File: src/rtl/textram_ctrl_if.sv
// CPU word-access bus into the text RAM controller: request held until a one-cycle ack.
interface textram_ctrl_if #(
    parameter int unsigned ADDR_WIDTH = 11,
    parameter int unsigned DATA_WIDTH = 16
);
    logic                  cpu_req;
    logic                  cpu_wr;
    logic [ADDR_WIDTH-1:0] cpu_addr;
    logic [DATA_WIDTH-1:0] cpu_wrdata;
    logic                  cpu_ack;
    logic [DATA_WIDTH-1:0] cpu_rddata;

    modport master (
        output cpu_req, cpu_wr, cpu_addr, cpu_wrdata,
        input  cpu_ack, cpu_rddata
    );

    modport slave (
        input  cpu_req, cpu_wr, cpu_addr, cpu_wrdata,
        output cpu_ack, cpu_rddata
    );
endinterface

File: src/rtl/textram_ctrl.sv
// CPU-side port sequencer for the dual-port text RAM: CPU word accesses take priority,
// a fill engine (screen clear / attribute fill) uses every idle RAM cycle.
module textram_ctrl #(
    parameter int unsigned ADDR_WIDTH = 11,
    parameter int unsigned DATA_WIDTH = 16
) (
    input  logic                  clk,
    input  logic                  reset_n,
    textram_ctrl_if.slave         cpu,
    input  logic                  fill_start,
    input  logic [ADDR_WIDTH-1:0] fill_base,
    input  logic [ADDR_WIDTH:0]   fill_count,
    input  logic [DATA_WIDTH-1:0] fill_data,
    input  logic                  fill_abort,
    output logic                  fill_busy,
    output logic                  fill_done,
    output logic [ADDR_WIDTH-1:0] ram_addr,
    output logic [DATA_WIDTH-1:0] ram_wrdata,
    output logic                  ram_wren,
    input  logic [DATA_WIDTH-1:0] ram_rddata
);
    localparam int unsigned CNT_WIDTH = ADDR_WIDTH + 1;
    localparam logic [CNT_WIDTH-1:0] MAX_COUNT = {1'b1, {ADDR_WIDTH{1'b0}}};

    localparam logic [1:0] S_IDLE = 2'd0;
    localparam logic [1:0] S_FILL = 2'd1;
    localparam logic [1:0] S_DONE = 2'd2;

    logic [1:0]            state, state_n;
    logic [ADDR_WIDTH-1:0] fill_addr, fill_addr_n;
    logic [CNT_WIDTH-1:0]  fill_remaining, fill_remaining_n;
    logic [DATA_WIDTH-1:0] fill_word, fill_word_n;
    logic                  fill_busy_n, fill_done_n;
    logic                  cpu_ack_q;
    logic                  rd_pend;
    logic [DATA_WIDTH-1:0] rd_hold;
    logic                  cpu_issue;
    logic                  fill_wr;

    // Next-state, fill bookkeeping and the RAM port mux (CPU issue wins).
    always_comb begin
        state_n          = state;
        fill_addr_n      = fill_addr;
        fill_remaining_n = fill_remaining;
        fill_word_n      = fill_word;
        fill_busy_n      = fill_busy;
        fill_done_n      = 1'b0;
        fill_wr          = 1'b0;
        cpu_issue        = cpu.cpu_req && !cpu_ack_q && !rd_pend;

        case (state)
            S_IDLE: begin
                if (fill_start) begin
                    fill_addr_n      = fill_base;
                    fill_word_n      = fill_data;
                    fill_remaining_n = (fill_count > MAX_COUNT) ? MAX_COUNT : fill_count;
                    fill_busy_n      = 1'b1;
                    if (fill_count == '0) begin
                        state_n     = S_DONE;
                        fill_done_n = 1'b1;
                    end else begin
                        state_n = S_FILL;
                    end
                end
            end
            S_FILL: begin
                if (fill_abort) begin
                    state_n     = S_IDLE;
                    fill_busy_n = 1'b0;
                end else if (!cpu_issue) begin
                    fill_wr          = 1'b1;
                    fill_addr_n      = fill_addr + ADDR_WIDTH'(1);
                    fill_remaining_n = fill_remaining - CNT_WIDTH'(1);
                    if (fill_remaining == CNT_WIDTH'(1)) begin
                        state_n     = S_DONE;
                        fill_busy_n = 1'b0;
                        fill_done_n = 1'b1;
                    end
                end
            end
            S_DONE: begin
                state_n     = S_IDLE;
                fill_busy_n = 1'b0;
            end
            default: begin
                state_n     = S_IDLE;
                fill_busy_n = 1'b0;
            end
        endcase

        if (cpu_issue) begin
            ram_addr   = cpu.cpu_addr;
            ram_wrdata = cpu.cpu_wrdata;
            ram_wren   = cpu.cpu_wr;
        end else begin
            ram_addr   = fill_addr;
            ram_wrdata = fill_word;
            ram_wren   = fill_wr;
        end
    end

    always_ff @(posedge clk or negedge reset_n) begin
        if (!reset_n) begin
            state          <= S_IDLE;
            fill_addr      <= '0;
            fill_remaining <= '0;
            fill_word      <= '0;
            fill_busy      <= 1'b0;
            fill_done      <= 1'b0;
            cpu_ack_q      <= 1'b0;
            rd_pend        <= 1'b0;
            rd_hold        <= '0;
        end else begin
            state          <= state_n;
            fill_addr      <= fill_addr_n;
            fill_remaining <= fill_remaining_n;
            fill_word      <= fill_word_n;
            fill_busy      <= fill_busy_n;
            fill_done      <= fill_done_n;
            cpu_ack_q      <= cpu_issue;
            rd_pend        <= cpu_issue && !cpu.cpu_wr;
            if (rd_pend) begin
                rd_hold <= ram_rddata;
            end
        end
    end

    // RAM read data lands in the ack cycle: forward it then, hold it afterwards.
    assign cpu.cpu_ack    = cpu_ack_q;
    assign cpu.cpu_rddata = rd_pend ? ram_rddata : rd_hold;

endmodule
File: src/flat_wrapper.sv
// flat-port wrapper written by rule: the top's interface ports become plain ports
module textram_ctrl_flat 
#(
    parameter int unsigned ADDR_WIDTH = 11,
    parameter int unsigned DATA_WIDTH = 16
)
  (clk, reset_n, fill_start, fill_base, fill_count, fill_data, fill_abort, fill_busy, fill_done, ram_addr, ram_wrdata, ram_wren, ram_rddata, cpu_cpu_req, cpu_cpu_wr, cpu_cpu_addr, cpu_cpu_wrdata, cpu_cpu_ack, cpu_cpu_rddata);
  textram_ctrl_if #(.ADDR_WIDTH(ADDR_WIDTH), .DATA_WIDTH(DATA_WIDTH)) cpu_i ();
  input  logic clk;
  input  logic reset_n;
  input  logic fill_start;
  input  logic [ADDR_WIDTH-1:0] fill_base;
  input  logic [ADDR_WIDTH:0] fill_count;
  input  logic [DATA_WIDTH-1:0] fill_data;
  input  logic fill_abort;
  output logic fill_busy;
  output logic fill_done;
  output logic [ADDR_WIDTH-1:0] ram_addr;
  output logic [DATA_WIDTH-1:0] ram_wrdata;
  output logic ram_wren;
  input  logic [DATA_WIDTH-1:0] ram_rddata;
  input wire logic [$bits(cpu_i.cpu_req)-1:0] cpu_cpu_req;
  input wire logic [$bits(cpu_i.cpu_wr)-1:0] cpu_cpu_wr;
  input wire logic [$bits(cpu_i.cpu_addr)-1:0] cpu_cpu_addr;
  input wire logic [$bits(cpu_i.cpu_wrdata)-1:0] cpu_cpu_wrdata;
  output wire logic [$bits(cpu_i.cpu_ack)-1:0] cpu_cpu_ack;
  output wire logic [$bits(cpu_i.cpu_rddata)-1:0] cpu_cpu_rddata;
  assign cpu_i.cpu_req = cpu_cpu_req;
  assign cpu_i.cpu_wr = cpu_cpu_wr;
  assign cpu_i.cpu_addr = cpu_cpu_addr;
  assign cpu_i.cpu_wrdata = cpu_cpu_wrdata;
  assign cpu_cpu_ack = cpu_i.cpu_ack;
  assign cpu_cpu_rddata = cpu_i.cpu_rddata;
  textram_ctrl #(.ADDR_WIDTH(ADDR_WIDTH), .DATA_WIDTH(DATA_WIDTH)) u_core (.clk(clk), .reset_n(reset_n), .cpu(cpu_i), .fill_start(fill_start), .fill_base(fill_base), .fill_count(fill_count), .fill_data(fill_data), .fill_abort(fill_abort), .fill_busy(fill_busy), .fill_done(fill_done), .ram_addr(ram_addr), .ram_wrdata(ram_wrdata), .ram_wren(ram_wren), .ram_rddata(ram_rddata));
endmodule
File: config.mk
export PLATFORM = sky130hd
export DESIGN_NAME = textram_ctrl_flat
export DESIGN_NICKNAME = d
export VERILOG_FILES = /design/src/rtl/textram_ctrl_if.sv /design/src/rtl/textram_ctrl.sv /design/src/flat_wrapper.sv
export SDC_FILE = /design/constraint.sdc
export NUM_CORES = 1
export LEC_CHECK = 0
export CAP_MARGIN = 15
export CORE_UTILIZATION = 43
export DETAILED_ROUTE_END_ITERATION = 6
export MAX_ROUTING_LAYER = met4
export PLACE_DENSITY = 0.86
export SLEW_MARGIN = 20
export SYNTH_ARGS = -nofsm -noshare
export SYNTH_HDL_FRONTEND = slang
export SYNTH_SLANG_ARGS = --single-unit
File: constraint.sdc
create_clock -name clk -period 2.35 [get_ports clk]
set_clock_uncertainty 0.05 [all_clocks]
set_input_delay 0.3525 -clock clk [delete_from_list [all_inputs] [get_ports clk]]
set_output_delay 0.3525 -clock clk [all_outputs]
set_load 0.02 [all_outputs]
==> results of run 1 <==
what timing repair did:
action | in CTS | in global routing
hold endpoints to repair | 17 | 0
gates cloned | 0 | 0
resized for setup | 29 | 32
setup endpoints to repair | 28 | 24
hold buffers | 1 | 0
sequential cells by signal, indices dropped and copies added (netlist names):
register,cells
u_core.state,2
u_core.fill_word,16
u_core.rd_hold,16
u_core.fill_done,1
u_core.fill_busy,1
u_core.rd_pend,1
u_core.fill_remaining,12
u_core.cpu.cpu_ack,1
u_core.fill_addr,11
layer usage:
layer | vias to the layer above | GRT usage (%)
met5 | - | -
met3 | 11 | 3.75
met1 | 1578 | 30.9
met2 | 151 | 45.9
met4 | 0 | 10.1
li1 | 1621 | -
cell usage in the layout (no fill, tap or decap), types with 2 or more instances in the layout:
cell	n
sky130_fd_sc_hd__buf_4	12
sky130_fd_sc_hd__nor2_1	25
sky130_fd_sc_hd__o21ai_0	18
sky130_fd_sc_hd__clkdlybuf4s50_1	105
sky130_fd_sc_hd__nor3_1	6
sky130_fd_sc_hd__buf_12	2
sky130_fd_sc_hd__a221oi_1	2
sky130_fd_sc_hd__nand2b_1	2
sky130_fd_sc_hd__nor3b_1	4
sky130_fd_sc_hd__inv_1	4
sky130_fd_sc_hd__or4_1	2
sky130_fd_sc_hd__a22oi_1	4
sky130_fd_sc_hd__mux2_2	16
sky130_fd_sc_hd__nor4_1	3
sky130_fd_sc_hd__o311ai_0	2
sky130_fd_sc_hd__a31oi_1	7
sky130_fd_sc_hd__and3_1	3
sky130_fd_sc_hd__nor2b_1	2
sky130_fd_sc_hd__nand2_1	141
sky130_fd_sc_hd__clkbuf_8	12
sky130_fd_sc_hd__clkbuf_2	9
sky130_fd_sc_hd__o32ai_1	2
sky130_fd_sc_hd__clkdlybuf4s15_1	14
sky130_fd_sc_hd__dlygate4sd2_1	5
sky130_fd_sc_hd__and4_1	2
sky130_fd_sc_hd__o22a_1	3
sky130_fd_sc_hd__dfrtp_1	61
sky130_fd_sc_hd__o2bb2ai_1	5
sky130_fd_sc_hd__ha_1	3
sky130_fd_sc_hd__a32oi_1	2
sky130_fd_sc_hd__a21oi_1	15
sky130_fd_sc_hd__nand3_1	10
sky130_fd_sc_hd__nand4_1	2
sky130_fd_sc_hd__a21o_1	4
critical path: cells and delay by family:
family          cells  cell delay [ns]
buf+inv             4             1.02
simple gates        2             0.45
compound gates      1             0.06
cell families (layout without fill, tap and decap cells):
group           Yosys count  after routing  share of synthesized area (%)
compound gates           70             70                           14.1
fa+ha+maj                 3              3                           1.14
buf+inv                  27            171                           3.75
flops                    61             61                           46.2
mux                      17             17                           5.76
simple gates            211            211                           29.1
where the power goes:
| part | internal [W] | total [W] | switching [W] |
|---|---|---|---|
| registers | 0.00136 | 0.00166 | 0.000303 |
| clock network | 0.000576 | 0.000983 | 0.000407 |
| logic | 0.000852 | 0.00188 | 0.00102 |
final cells by class:
type                            instances  area, sq um  area share (%)
Clock inverter                          3         42.5           0.856
Inverter                                5         18.8           0.378
Multi-Input combinational cell        301         1650            33.3
Clock buffer                           13          169            3.40
Sequential cell                        61         1530            30.7
Tap cell                               99          124            2.49
Timing Repair Buffer                  150         1440            28.9
path summary, 6_finish.rpt:
path | slack [ns] | start | cells past startpoint | endpoint
worst max-delay path | 0.05 | cpu_cpu_req | 7 | ram_addr[2]
worst min-delay path | 0.42 | reset_n | 2 | u_core.fill_word[10]
worst max register to register | 0.41 | u_core.fill_remaining[0] | 6 | u_core.fill_remaining[10]
worst min register to register | 0.43 | u_core.fill_word[5] | 2 | u_core.fill_word[5]
max in group asynchronous | 1.11 | reset_n | 3 | u_core.fill_word[2]
min in group clk | 0.43 | u_core.fill_word[5] | 2 | u_core.fill_word[5]
metrics by stage:
| step | hold slack, ns | setup slack (ns) |
|---|---|---|
| after floorplan | 0.00691 | 0.476 |
| after global placement | 0.251 | -0.229 |
| after detailed placement | 0.258 | -0.242 |
| after CTS | 0.430 | 0.0237 |
| after global routing | 0.454 | -0.0412 |
| final | 0.424 | 0.0507 |
Yosys cell counts (5+ instances only):
cell                        count
sky130_fd_sc_hd__buf_2          9
sky130_fd_sc_hd__dfrtp_1       61
sky130_fd_sc_hd__nand3_1       10
sky130_fd_sc_hd__a21oi_1       15
sky130_fd_sc_hd__o2bb2ai_1      5
sky130_fd_sc_hd__nor3_1         6
sky130_fd_sc_hd__mux2_2        16
sky130_fd_sc_hd__o21ai_0       18
sky130_fd_sc_hd__a31oi_1        7
sky130_fd_sc_hd__nor2_1        25
sky130_fd_sc_hd__clkbuf_1       9
sky130_fd_sc_hd__nand2_1      141
==> impl.org, run 1 <==
** Logic synthesis
- The Yosys step of the flow raised 0 warnings.
- Yosys mapped the design onto slightly below 50 distinct sky130hd cell types.
- Counting flops with an async set or reset pin after synthesis yields a share of 100%.
- Leading area contributor after synthesis :: sky130_fd_sc_hd__dfrtp_1
- Count of flip-flops with a built-in enable after synthesis :: 0
- Dominant synthesized flop cell :: sky130_fd_sc_hd__dfrtp_1
- Post-synthesis instance area :: 0.00330 sq mm
- Dividing the synthesized area by the synthesized cell count gives 8.49 sq um.
- Synthesized netlist cell count :: 389
- Synth Net Count :: between 400 and 500
- Number of register bits inferred by synthesis :: 61
- Most area-consuming cells after synthesis :: sky130_fd_sc_hd__dfrtp_1, sky130_fd_sc_hd__nand2_1, sky130_fd_sc_hd__mux2_2
- Sequential cells were found to cover a little under half of the synthesized design area.
- Proportion of netlist area held by the largest area contributor :: 46.2%

** Setup path
- WP data required :: about 2 ns
- The worst setup path is launched from an input pin.
- Biggest fanout along the worst timing path :: 18
- The worst setup path is of the input pin to output port kind.
- Critical Path End Type :: output port
- STA puts the critical path data arrival time at around 1.9 ns.
- Cell with the largest stage delay on the worst path :: sky130_fd_sc_hd__clkdlybuf4s50_1
- On the worst path, the slowest cell contributes a delay of ~0.44 ns.
- The critical path goes through clkdlybuf4s50_1 -> or3b_4 -> inv_2 -> buf_12 -> nand2_1 -> o21ai_0 -> clkdlybuf4s15_1.

** Final layout
- Layout overhead on the synthesized area :: 50.5%
- Final-layout fill cell count :: roughly 600
- Number of nets in the final layout :: ~620
- Leaving out filler cells and counting taps, the final layout contains around 630.
- Diode count :: 0
- Summing all non-filler instances in the final layout gives an area of approximately 0.0050 sq mm.
- Layout cells sized above 1 :: about an eighth
- Measured on the finished design, the core utilization comes to 67.8%.

** Routing
- Count of unresolved DRC violations after routing :: 0
- Summed over all layers, the routed wires come to 9.46 mm.
- In the final routed layout, each cell accounts on average for 15.0 microns.
- Across all layers, the routed design uses about 3.4k vias.
- In the routed layout, each cell is associated on average with a via count of 5.32.
- Metal-1 WL :: 3.71 mm
- Topmost layer with routed signal wires :: met4
- First-pass detailed-route iteration total :: 6
- Routed wire length on met3 :: about 710 microns
- The count of nets left with antenna violations once routing finished came out at 0.
- The routed design uses ~5 mm of met2 wire.
- Violation count after the first detailed-routing iteration :: roughly 150

** Global routing
- Largest net degree at the start of global routing :: 34
- Via count of the first global-routing pass :: 3,308
- Global-route congestion overflow total :: 0
- Antenna violations before repair :: 0
- Across every metal layer, demand over resource in global routing totals a little over a quarter.
- First-pass GRT wire length :: between 15 and 20 mm

** Placed design
- Final HPWL from detailed placement :: a little under 7 mm
- Placed insts :: 615
- In this run the tool buffered the top-level ports with approximately 130 buffer cells.
- Routability congestion estimate :: 0.867
- Summing all placed instances gives a cell area of 0.00480 sq mm.

** Floorplanning
- In this run the horizontal extent of the chip is between 80 and 90 microns.
- The die covers 0.00804 sq mm.
- Starting utilization of the core area :: ~45%
- I/O pin count :: around 140
- In this run the standard cell core region covers between 0.007 and 0.008 sq mm.
- Measured along the y axis, the die boundary spans about 90 microns.
- The floorplan has 31 rows.

** Clocking
- Number of CTS-inserted buffers :: 9
- Latest clock arrival within the worst-skew pair :: approximately 0.34 ns
- Once the clock tree was built, the setup fixing pass inserted 0 buffers.
- Clock tree from TritonCTS :: built
- Maximum buffer depth of the clock tree :: 2
- After clock tree synthesis, the clock-pin slew on the worst setup and hold paths is approximately 0.07 ns.
- Maximum level of the CTS H-tree :: 3
- Root buffer cell :: sky130_fd_sc_hd__clkbuf_8
- Number of clock sinks :: around 60

** STA
- The final hold violation count was 0.
- Setup repair after global routing could not meet its margin everywhere.
- Achievable Freq :: roughly 0.43 GHz
- For the pin with the worst max-slew slack, the measured transition is 0.901 ns.
- Fin. max-slew vios :: 0
- Min Clock Period, post-route :: between 2 and 2.5 ns
- Of the available clock period, the critical path in the final layout requires 97.8%.
- Setup violators final :: 0
- Headroom to the max-slew limit came out at between 30% and 40%.
- In the final timing run, aggregate negative setup slack is 0 ns.

** Power and ir drop
- VDD IR-drop max :: 0.415 mV
- Power density relative to cell area :: 910 mW/mm^2
- In this run the static leakage power is 2.28 nW.
- Total power for the finished layout comes to between 0.004 and 0.005 W.

** Hold path
- HP Class :: input pin to async pin

** Job
- Max-capacitance violation count :: 0

** Outcome
- Status :: finished, final reports clean
Power figures use the tool's default switching activity.
==> run 2: changes to the inputs <==
- CORE_ASPECT_RATIO: unset -> 0.75
==> impl.org, run 2 (synthesis results as in run 1) <==
** STA
- For this run, the top clock speed supported by timing is ~0.43 GHz.
- At the pin with the least slew margin, the transition time is between 0.6 and 0.7 ns.
- Final clock period utilization by the worst path :: roughly 100%
- Setup violations remaining at the end of the flow were counted as 0.
- The final hold violation count was 0.
- Fin. max-slew vios :: 0
- Min Clock Period, post-route :: about 2.3 ns
- In this run the tightest slew margin relative to its limit is 59.7%.
- Setup repair after global routing could not meet its margin everywhere.

** Final layout
- Final-layout fill cell count :: 619
- Summing all multi-input logic gate instances after layout gives roughly 0.0017 sq mm.
- At the end of the flow the core is filled with cells to 67.8%.
- Largest regs :: u_core.fill_word x16, u_core.rd_hold x16, u_core.fill_remaining x12
- Most common library cell in the layout ignoring fill and taps :: sky130_fd_sc_hd__nand2_1
- Registers take around 0.0015 sq mm.
- Relative to the synthesized area, the layout overhead comes to 51.8%.
- Number of nets in the final layout :: roughly 630
- Diode count :: 0
- The top cell types in the final layout, fill and taps aside, are sky130_fd_sc_hd__nand2_1, sky130_fd_sc_hd__clkdlybuf4s50_1, sky130_fd_sc_hd__dfrtp_1.
- Once layout is done, the placed cells without fillers occupy 0.00501 sq mm.
- Of the cells placed in the final design, the portion with a size suffix greater than 1 is 15.4%.
- The finished layout holds 641 standard cells, fillers aside.

** Global routing
- In the global route stage, overall resource usage came out at a little over a quarter.
- The via count of the first global-routing pass was around 3.4k.
- The first global-routing pass estimated 15.7 mm of wire.
- Largest net degree at the start of global routing :: 34
- For this run the aggregate overflow at the end of global routing stands at 0.
- The number of antenna violations at the first check in global routing came to 0.

** Setup path
- Biggest fanout along the worst timing path :: 30
- CP startpoint :: cpu_cpu_req
- At the worst endpoint, the required time is 1.95 ns.
- Start-to-end type of the worst setup path :: input pin to output port
- Critical Path End Type :: output port
- Arrival time worst endpoint :: about 1.9 ns
- In this run the critical register-to-register path is launched from u_core.fill_remaining[0].
- Setup crit start kind :: input pin

** Routing
- Avg WL per Cell :: 15.3 microns
- In the routed layout, each cell is associated on average with a via count of around 5.3.
- Detailed routing inserted a total of approximately 3.4k vias.
- The routed design has between 9 and 10 mm of wire.
- Violation count after the first detailed-routing iteration :: approximately 110
- Count of unresolved DRC violations after routing :: 0
- Before antenna repair, the detailed router went through 5 iterations.
- Remaining antenna violation count :: 0

** Power and ir drop
- The completed layout was analyzed and its total power is about 0.0048 W.
- Leak :: ~2.3 nW
- Power density relative to cell area :: ~950 mW/mm^2
- The worst-case IR drop observed on VDD is between 0.4 and 0.5 mV.

** Hold path
- The tightest min-delay check is of the flop to flop type.
- Worst hold path startpoint :: u_core.fill_word[8]

** Placed design
- Routability congestion estimate :: about 0.90
- Placed insts :: 624
- Final HPWL from detailed placement :: 7.19 mm
- Count of buffers from port buffering :: 134
- Once placement finished, the instance area stood at about 0.0048 sq mm.

** Floorplanning
- Die area :: between 0.008 and 0.009 sq mm
- Row cnt :: 27
- After floorplanning, the core was sized to cover 0.00740 sq mm.
- From bottom edge to top edge, the die measures between 70 and 80 microns.
- I/O pin count :: approximately 140
- The floorplan step set the die width to 103 microns.
- Starting utilization of the core area :: 44.6%

** Clocking
- The cell sitting at the root of the clock tree is a sky130_fd_sc_hd__clkbuf_8.
- At the later pin of the worst-skew pair, clock insertion delay measures about 0.34 ns.
- TritonCTS built the clock tree.
- The clock passes through at most 2 buffers.
- Number of CTS-inserted buffers :: 9
- The clock net in this run drives a total of around 60 sinks.
- CTS built an H-tree with a depth of 3.
- Register clock-pin slew on the reported worst setup and hold paths :: approximately 0.070 ns

** Job
- Max-cap violations in this run came to 0.

** Outcome
- Status :: finished, final reports clean
-- run 2: final cells by class --
class	count	share of cell area (%)
sequential	61	30.4
inverter	5	0.374
multi-input combinational	301	33.0
clock inverter	3	1.80
clock buffer	13	3.37
tap	101	2.52
timing repair buffer	157	28.5
-- run 2: metal layers --
layer	wire (microns)	up-vias	track usage [%]
met5	0	-	-
met4	87	0	6.62
met3	817	14	6.76
met2	4730	168	43.1
met1	4150	1602	32.5
li1	-	1634	-
-- run 2: what timing repair did --
item	4_1_cts	5_1_grt
pin swaps	0	0
hold buffers	1	0
setup endpoints to repair	28	30
hold endpoints to repair	19	0
gates resized for setup	33	33
buffers inserted	0	0
-- run 2: worst paths after layout --
path                                             end  slack (ns)  cells past startpoint
max                                    ram_wrdata[8]       0.003                      6
min                              u_core.fill_word[8]        0.43                      2
max reg2reg                u_core.fill_remaining[10]        0.30                      6
min reg2reg                      u_core.fill_word[8]        0.43                      2
max in group asynchronous        u_core.fill_addr[8]        1.12                      3
min in group asynchronous   u_core.fill_remaining[9]        0.44                      2
-- run 2: metrics by stage --
stage	hold WS [ns]	setup TNS [ns]	setup WS (ns)
floorplan	0.00691	0	0.476
detailed placement	0.280	-6.77	-0.296
finish	0.425	0	0.00314
global route	0.449	-0.378	-0.0608
CTS	0.430	-0.00556	-0.00556
global placement	0.279	-6.02	-0.281
-- run 2: worst max-delay path, cell delays in order --
cell                              delay, ns
sky130_fd_sc_hd__clkdlybuf4s50_1       0.46
sky130_fd_sc_hd__or3b_4                0.38
sky130_fd_sc_hd__buf_4                 0.25
sky130_fd_sc_hd__nand2_1               0.11
sky130_fd_sc_hd__nand2_1               0.07
sky130_fd_sc_hd__dlygate4sd2_1         0.32
-- run 2: power breakdown --
part	internal (W)	switching (W)	total (W)
Clock	0.000793	0.000404	0.00120
Sequential	0.00136	0.000310	0.00167
Combinational	0.000865	0.00104	0.00191
Total	0.00302	0.00176	0.00477
